## src/rtl/div_pkg.sv

```systemverilog
`default_nettype none
// ============================================================================
// Package     : div_pkg
// Description : Shared types, constants and helper functions for the
//               divider sign-handling / handshake stage.
//               - div_state_e   : control FSM state encoding
//               - DIV_N         : default operand/result width
//               - DIV0_QUOT     : quotient returned on divide-by-zero
//               - SIGNED_MIN    : most negative two's-complement value
//               - twos_neg      : two's-complement negate
//               - abs_if_signed : conditional negate (magnitude / sign fix)
// Revision    : 1.0  initial release
// ============================================================================
package div_pkg;

    localparam int DIV_N = 16;

    // Helper functions work on a fixed wide word; callers zero-extend their
    // N-bit operand and cast the result back to N bits. Because negation is
    // modulo 2^k, the low N bits of the wide result equal the N-bit result.
    localparam int DIV_MAXW = 64;

    localparam logic [DIV_N-1:0] DIV0_QUOT  = '1;
    localparam logic [DIV_N-1:0] SIGNED_MIN = {1'b1, {(DIV_N-1){1'b0}}};

    typedef enum logic [1:0] {
        IDLE = 2'd0,
        WAIT = 2'd1,
        FIX  = 2'd2,
        RESP = 2'd3
    } div_state_e;

    typedef logic [DIV_MAXW-1:0] div_word_t;

    function automatic div_word_t twos_neg(input div_word_t x);
        return ~x + div_word_t'(1);
    endfunction

    function automatic div_word_t abs_if_signed(input div_word_t x, input logic neg);
        return neg ? twos_neg(x) : x;
    endfunction

endpackage
`default_nettype wire

```

## src/rtl/div_sign_ctrl.sv

```systemverilog
`default_nettype none
// ============================================================================
// Module      : div_sign_ctrl
// Description : Sign-handling and valid/ready wrapper around an external
//               unsigned N-bit combinational divider. Operands are turned
//               into magnitudes and held on dv_* for DIV_LAT cycles, the raw
//               result is sampled, sign-corrected (truncating semantics) and
//               presented to writeback. Divide-by-zero and signed overflow
//               bypass the divider entirely.
// Ports       :
//   clk, rst_n                 clock / asynchronous active-low reset
//   req_valid/req_ready        request handshake
//   req_signed                 1 = two's-complement, 0 = unsigned
//   req_dividend/req_divisor   request operands
//   dv_dividend/dv_divisor     magnitudes driven to the divider
//   dv_quotient/dv_remainder   raw unsigned divider result
//   rsp_valid/rsp_ready        response handshake
//   rsp_quotient/rsp_remainder final result
//   rsp_div_zero/rsp_overflow  exception flags
// Revision    : 1.0  initial release
// ============================================================================
module div_sign_ctrl
    import div_pkg::*;
#(
    parameter int N       = DIV_N,
    parameter int DIV_LAT = 1
) (
    input  logic         clk,
    input  logic         rst_n,
    input  logic         req_valid,
    output logic         req_ready,
    input  logic         req_signed,
    input  logic [N-1:0] req_dividend,
    input  logic [N-1:0] req_divisor,
    output logic [N-1:0] dv_dividend,
    output logic [N-1:0] dv_divisor,
    input  logic [N-1:0] dv_quotient,
    input  logic [N-1:0] dv_remainder,
    output logic         rsp_valid,
    input  logic         rsp_ready,
    output logic [N-1:0] rsp_quotient,
    output logic [N-1:0] rsp_remainder,
    output logic         rsp_div_zero,
    output logic         rsp_overflow
);

    localparam int            CW           = $clog2(DIV_LAT + 1);
    localparam logic [N-1:0]  C_ALL_ONES   = '1;
    localparam logic [N-1:0]  C_SIGNED_MIN = {1'b1, {(N-1){1'b0}}};
    localparam logic [CW-1:0] C_CNT_LOAD   = CW'(DIV_LAT - 1);

    div_state_e    state_q, state_d;
    logic [CW-1:0] cnt_q, cnt_d;
    logic [N-1:0]  dv_dividend_q, dv_dividend_d;
    logic [N-1:0]  dv_divisor_q, dv_divisor_d;
    logic          dvd_neg_q, dvd_neg_d;
    logic          dvs_neg_q, dvs_neg_d;
    logic [N-1:0]  raw_quot_q, raw_quot_d;
    logic [N-1:0]  raw_rem_q, raw_rem_d;
    logic [N-1:0]  rsp_quot_q, rsp_quot_d;
    logic [N-1:0]  rsp_rem_q, rsp_rem_d;
    logic          rsp_dz_q, rsp_dz_d;
    logic          rsp_ov_q, rsp_ov_d;

    // Operand signs only count for signed requests, so the latched flags
    // already encode "negative and signed" and FIX needs no req_signed copy.
    logic          w_dvd_neg;
    logic          w_dvs_neg;
    logic [N-1:0]  w_dvd_mag;
    logic [N-1:0]  w_dvs_mag;
    logic          w_div_zero;
    logic          w_overflow;
    logic [N-1:0]  w_fix_quot;
    logic [N-1:0]  w_fix_rem;

    assign w_dvd_neg  = req_signed & req_dividend[N-1];
    assign w_dvs_neg  = req_signed & req_divisor[N-1];
    assign w_dvd_mag  = N'(abs_if_signed(DIV_MAXW'(req_dividend), w_dvd_neg));
    assign w_dvs_mag  = N'(abs_if_signed(DIV_MAXW'(req_divisor), w_dvs_neg));
    assign w_div_zero = (req_divisor == '0);
    assign w_overflow = req_signed && (req_dividend == C_SIGNED_MIN)
                                   && (req_divisor == C_ALL_ONES);

    // Truncating division: quotient sign is the XOR of operand signs,
    // remainder takes the sign of the dividend.
    assign w_fix_quot = N'(abs_if_signed(DIV_MAXW'(raw_quot_q), dvd_neg_q ^ dvs_neg_q));
    assign w_fix_rem  = N'(abs_if_signed(DIV_MAXW'(raw_rem_q), dvd_neg_q));

    // ------------------------------------------------------------------
    // State / datapath register
    // ------------------------------------------------------------------
    always_ff @(posedge clk or negedge rst_n) begin
        if (!rst_n) begin
            state_q       <= IDLE;
            cnt_q         <= '0;
            dv_dividend_q <= '0;
            dv_divisor_q  <= '0;
            dvd_neg_q     <= 1'b0;
            dvs_neg_q     <= 1'b0;
            raw_quot_q    <= '0;
            raw_rem_q     <= '0;
            rsp_quot_q    <= '0;
            rsp_rem_q     <= '0;
            rsp_dz_q      <= 1'b0;
            rsp_ov_q      <= 1'b0;
        end else begin
            state_q       <= state_d;
            cnt_q         <= cnt_d;
            dv_dividend_q <= dv_dividend_d;
            dv_divisor_q  <= dv_divisor_d;
            dvd_neg_q     <= dvd_neg_d;
            dvs_neg_q     <= dvs_neg_d;
            raw_quot_q    <= raw_quot_d;
            raw_rem_q     <= raw_rem_d;
            rsp_quot_q    <= rsp_quot_d;
            rsp_rem_q     <= rsp_rem_d;
            rsp_dz_q      <= rsp_dz_d;
            rsp_ov_q      <= rsp_ov_d;
        end
    end

    // ------------------------------------------------------------------
    // Next-state logic
    // ------------------------------------------------------------------
    always_comb begin
        state_d       = state_q;
        cnt_d         = cnt_q;
        dv_dividend_d = dv_dividend_q;
        dv_divisor_d  = dv_divisor_q;
        dvd_neg_d     = dvd_neg_q;
        dvs_neg_d     = dvs_neg_q;
        raw_quot_d    = raw_quot_q;
        raw_rem_d     = raw_rem_q;
        rsp_quot_d    = rsp_quot_q;
        rsp_rem_d     = rsp_rem_q;
        rsp_dz_d      = rsp_dz_q;
        rsp_ov_d      = rsp_ov_q;

        case (state_q)
            IDLE: begin
                if (req_valid) begin
                    dvd_neg_d = w_dvd_neg;
                    dvs_neg_d = w_dvs_neg;
                    if (w_div_zero) begin
                        // Special paths leave dv_* untouched.
                        rsp_quot_d = C_ALL_ONES;
                        rsp_rem_d  = req_dividend;
                        rsp_dz_d   = 1'b1;
                        rsp_ov_d   = 1'b0;
                        state_d    = RESP;
                    end else if (w_overflow) begin
                        rsp_quot_d = C_SIGNED_MIN;
                        rsp_rem_d  = '0;
                        rsp_dz_d   = 1'b0;
                        rsp_ov_d   = 1'b1;
                        state_d    = RESP;
                    end else begin
                        dv_dividend_d = w_dvd_mag;
                        dv_divisor_d  = w_dvs_mag;
                        cnt_d         = C_CNT_LOAD;
                        state_d       = WAIT;
                    end
                end
            end
            WAIT: begin
                if (cnt_q == '0) begin
                    raw_quot_d = dv_quotient;
                    raw_rem_d  = dv_remainder;
                    state_d    = FIX;
                end else begin
                    cnt_d = cnt_q - CW'(1);
                end
            end
            FIX: begin
                rsp_quot_d = w_fix_quot;
                rsp_rem_d  = w_fix_rem;
                rsp_dz_d   = 1'b0;
                rsp_ov_d   = 1'b0;
                state_d    = RESP;
            end
            RESP: begin
                if (rsp_ready) begin
                    state_d = IDLE;
                end
            end
            default: begin
                state_d = IDLE;
            end
        endcase
    end

    // ------------------------------------------------------------------
    // Output decode
    // ------------------------------------------------------------------
    always_comb begin
        req_ready = (state_q == IDLE);
        rsp_valid = (state_q == RESP);
    end

    assign dv_dividend   = dv_dividend_q;
    assign dv_divisor    = dv_divisor_q;
    assign rsp_quotient  = rsp_quot_q;
    assign rsp_remainder = rsp_rem_q;
    assign rsp_div_zero  = rsp_dz_q;
    assign rsp_overflow  = rsp_ov_q;

endmodule
`default_nettype wire

```

## config.mk

```make
export PLATFORM = sky130hd
export DESIGN_NAME = div_sign_ctrl
export DESIGN_NICKNAME = d
export VERILOG_FILES = /design/src/rtl/div_pkg.sv /design/src/rtl/div_sign_ctrl.sv
export SDC_FILE = /design/constraint.sdc
export NUM_CORES = 1
export LEC_CHECK = 0
export BUFFER_PORTS_ARGS = -buffer_cell sky130_fd_sc_hd__buf_4
export CAP_MARGIN = 20
export CORE_UTILIZATION = 47
export DETAILED_ROUTE_END_ITERATION = 16
export GPL_TIMING_DRIVEN = 0
export PLACE_DENSITY_LB_ADDON = 0.3
export SYNTH_ARGS = -nofsm -noshare
export SYNTH_HDL_FRONTEND = slang
export SYNTH_SLANG_ARGS = --single-unit
```

## constraint.sdc

```tcl
create_clock -name clk -period 5.9 [get_ports clk]
set_input_delay 0.885 -clock clk [delete_from_list [all_inputs] [get_ports clk]]
set_output_delay 0.885 -clock clk [all_outputs]
set_load 0.1 [all_outputs]
```

==> flow_summary.yaml <==
outcome:
  outcome: "complete, no violations"
floorplan:
  core_sq_um: 11000
  boundaryPins: 137
  die-area_sq_um: 11800
  std_cell_rows: 38
  die_w_microns: 109
  die_height_microns: 109
  start_util: 0.488
clock_tree:
  cts_buffers: 9
  cts_tree: "yes"
  cts_resized: 0
  clock_latency_ps: 350
  clk_pin_slew_ps: 70
  htreeDepth: 3
  cts_root_buf: "clkbuf_16"
  cts_setup_buffers: 0
  clock-sinks: 102
  cts_hold_buf: 0
  cts_buffer_depth: 2
setup_path:
  worstSetupEndpointType: "register"
  cp.arrival_ps: 3010
  slowest_stage: "or4_4"
  crit_chain: "buf_4 -> or4_4 -> nor4_2 -> nand4_2 -> nor3_1 -> nand2b_1 -> buf_2 -> a21oi_1"
  reg2reg_slack_ps: 3710
  crit_required_ps: 6120
  cp_max_fo: 10
  cpPeakStageDelay_ps: 550
  cp-start-kind: "primary input"
  critPathKind: "in2reg"
timing:
  max-slew-margin-rel: 0.450
  tightest_slew_ps: 817
  fin_skew_ps: 5.68
  drv_slew: 0
  finalSetupTns_ps: 0
  rsz0062_at_grt: "false"
  fin_hold_ws_ps: 484
  post-route-period-util: 0.472
  fmaxAchievable_mhz: 359
  worst_slack_ps: 3120
  setup_viol: 0
  min_period_ps: 2780
  hold_viol: 0
drt:
  routedWlPerCell_microns: 17.2
  drt_iter0_markers: 299
  vias: 4644
  detail_route.first_pass.iterations: 4
  vias_per_cell: 5.49
  drc: 0
  drt-total-wl_microns: 14600
  ant_nets: 0
synth:
  netlist_instances: 554
  synth_enable_flop_cells: 0
  async_reset_ff_frac: 1.00
  ys_types: 44
  synth_ff_type: "dfrtp_1"
  avgSynthCellArea_sq_um: 9.67
  ys_warn_count: 0
  ys_ff_latch: 102
  syn_nets: 633
  ys_seq_area_frac: 0.477
  synth.cell_area_sq_um: 5360
placed_design:
  dp_slack_ps: 2830
  placedCellCount: 831
  place.port_buffers: 136
  place_hpwl_microns: 11100
  gp_congestion: 0.872
layout:
  drive_gt1_frac: 0.295
  stdcell_count: 846
  register_area_sq_um: 2550
  fill_cells: 926
  antenna_cells: 0
  syn2layout_area_growth_pct: 28.2
  nets: 781
  multi_input_area_sq_um: 2620
worst_hold_path:
  hold_class: "reg2reg"
global_routing:
  grt_pass1_wl_microns: 23400
  grt_use_total: 0.259
  gr-total-overflow: 0
  grt_start_max_net_pins: 60
  antenna_found_initial: 0
  grt_pass1_vias: 4524
job:
  max_cap_violations: 0
-- routing by layer --
layer	vias to the layer above	wire length (microns)	global-route usage
met5	-	0	0
met4	0	165	0.0907
met3	12	632	0.0323
met2	133	7010	0.421
met1	2263	6780	0.358
li1	2236	-	-
-- cells in the mapped netlist (2+ instances only) --
cell type,instances,area (sq um)
a21oi_1,48,240
a22oi_1,15,113
a31oi_1,4,25.0
and2_1,3,18.8
buf_2,9,45.0
buf_4,5,37.5
clkbuf_1,12,45.0
dfrtp_1,102,2550
ha_1,10,125
inv_1,14,52.6
mux2_2,27,304
mux2i_1,2,20.0
nand2_1,67,251
nand2b_1,4,25.0
nand3_1,3,15.0
nand4_1,3,18.8
nor2_1,51,191
nor2b_1,2,12.5
nor3_1,8,40.0
nor4_1,2,12.5
nor4_2,2,25.0
o21ai_0,45,225
o21ai_1,9,45.0
o22ai_1,2,12.5
o31ai_1,13,97.6
o41ai_1,5,43.8
o41ai_2,2,32.5
or2_2,2,12.5
or3_1,9,56.3
or4_1,5,37.5
or4_4,2,22.5
xnor2_1,34,298
xor2_1,22,193
-- path summary, 6_finish.rpt --
kind	end	start	cells past startpoint
setup / recovery	rsp_quotient[4]$_DFFE_PN0P_	req_dividend[10]	8
hold / removal	dv_divisor[1]$_DFFE_PN0P_	dv_divisor[1]$_DFFE_PN0P_	2
setup reg to reg	rsp_remainder[15]$_DFFE_PN0P_	raw_rem_q[2]$_DFFE_PN0N_	6
hold reg to reg	dv_divisor[1]$_DFFE_PN0P_	dv_divisor[1]$_DFFE_PN0P_	2
max in group asynchronous	rsp_quotient[0]$_DFFE_PN0P_	rst_n	2
min in group asynchronous	dv_divisor[3]$_DFFE_PN0P_	rst_n	1
-- through the flow --
stage / area [sq um] / util
after floorplan: 5360 / -
after global placement: 6550 / 0.597
after detailed placement: 6570 / 0.598
after CTS: 6870 / 0.625
after global routing: 6870 / 0.625
final: 6870 / 0.625
-- worst max-delay path, delay by kind of cell --
kind	cells	cell delay (ps)
AOI/OAI and AO/OA	1	100
buffers and inverters	2	370
and+or+nand+nor	5	1640
-- flip-flops by register name (all words and copies together) (netlist names) --
| name | flops |
|---|---|
| dv_dividend | 16 |
| dv_divisor | 16 |
| raw_quot_q | 16 |
| raw_rem_q | 16 |
| rsp_quotient | 16 |
| rsp_remainder | 16 |
| state_q | 2 |
| dvd_neg_q | 1 |
| dvs_neg_q | 1 |
| rsp_div_zero | 1 |
| rsp_overflow | 1 |
-- layout make-up --
cell class | count | area share
multi-input combinational | 411 | 0.381
sequential | 102 | 0.372
inverter | 15 | 0.00820
clock buffer | 13 | 0.0408
tap | 140 | 0.0255
clock inverter | 2 | 0.00219
timing repair buffer | 137 | 0.152
buffer | 26 | 0.0186
-- layout by cell type (no fill, tap or decap), drive strengths merged, types with 4 or more instances in the layout --
master,instances
xnor2,34
mux2,27
nor2,51
nand2b,4
nor3,8
dfrtp,102
buf,151
a22oi,15
a21oi,48
xor2,22
o21ai,55
a31oi,4
or3,9
o41ai,7
nor4,5
o31ai,13
ha,10
nand3,4
clkbuf,25
inv,15
or4,7
nand2,67
nand4,4
-- kinds of logic after synthesis --
group / share of synthesized area
xor gates and xnor gates: 0.0916
adders and majority gates: 0.0234
and+or+nand+nor: 0.152
muxes: 0.0605
AOI/OAI and AO/OA: 0.162
buffers and inverters: 0.0343
DFF: 0.477
Power is left out: the tool's default activity adds up to more than one toggle a clock period on the data nets, which glitch-free logic cannot reach.
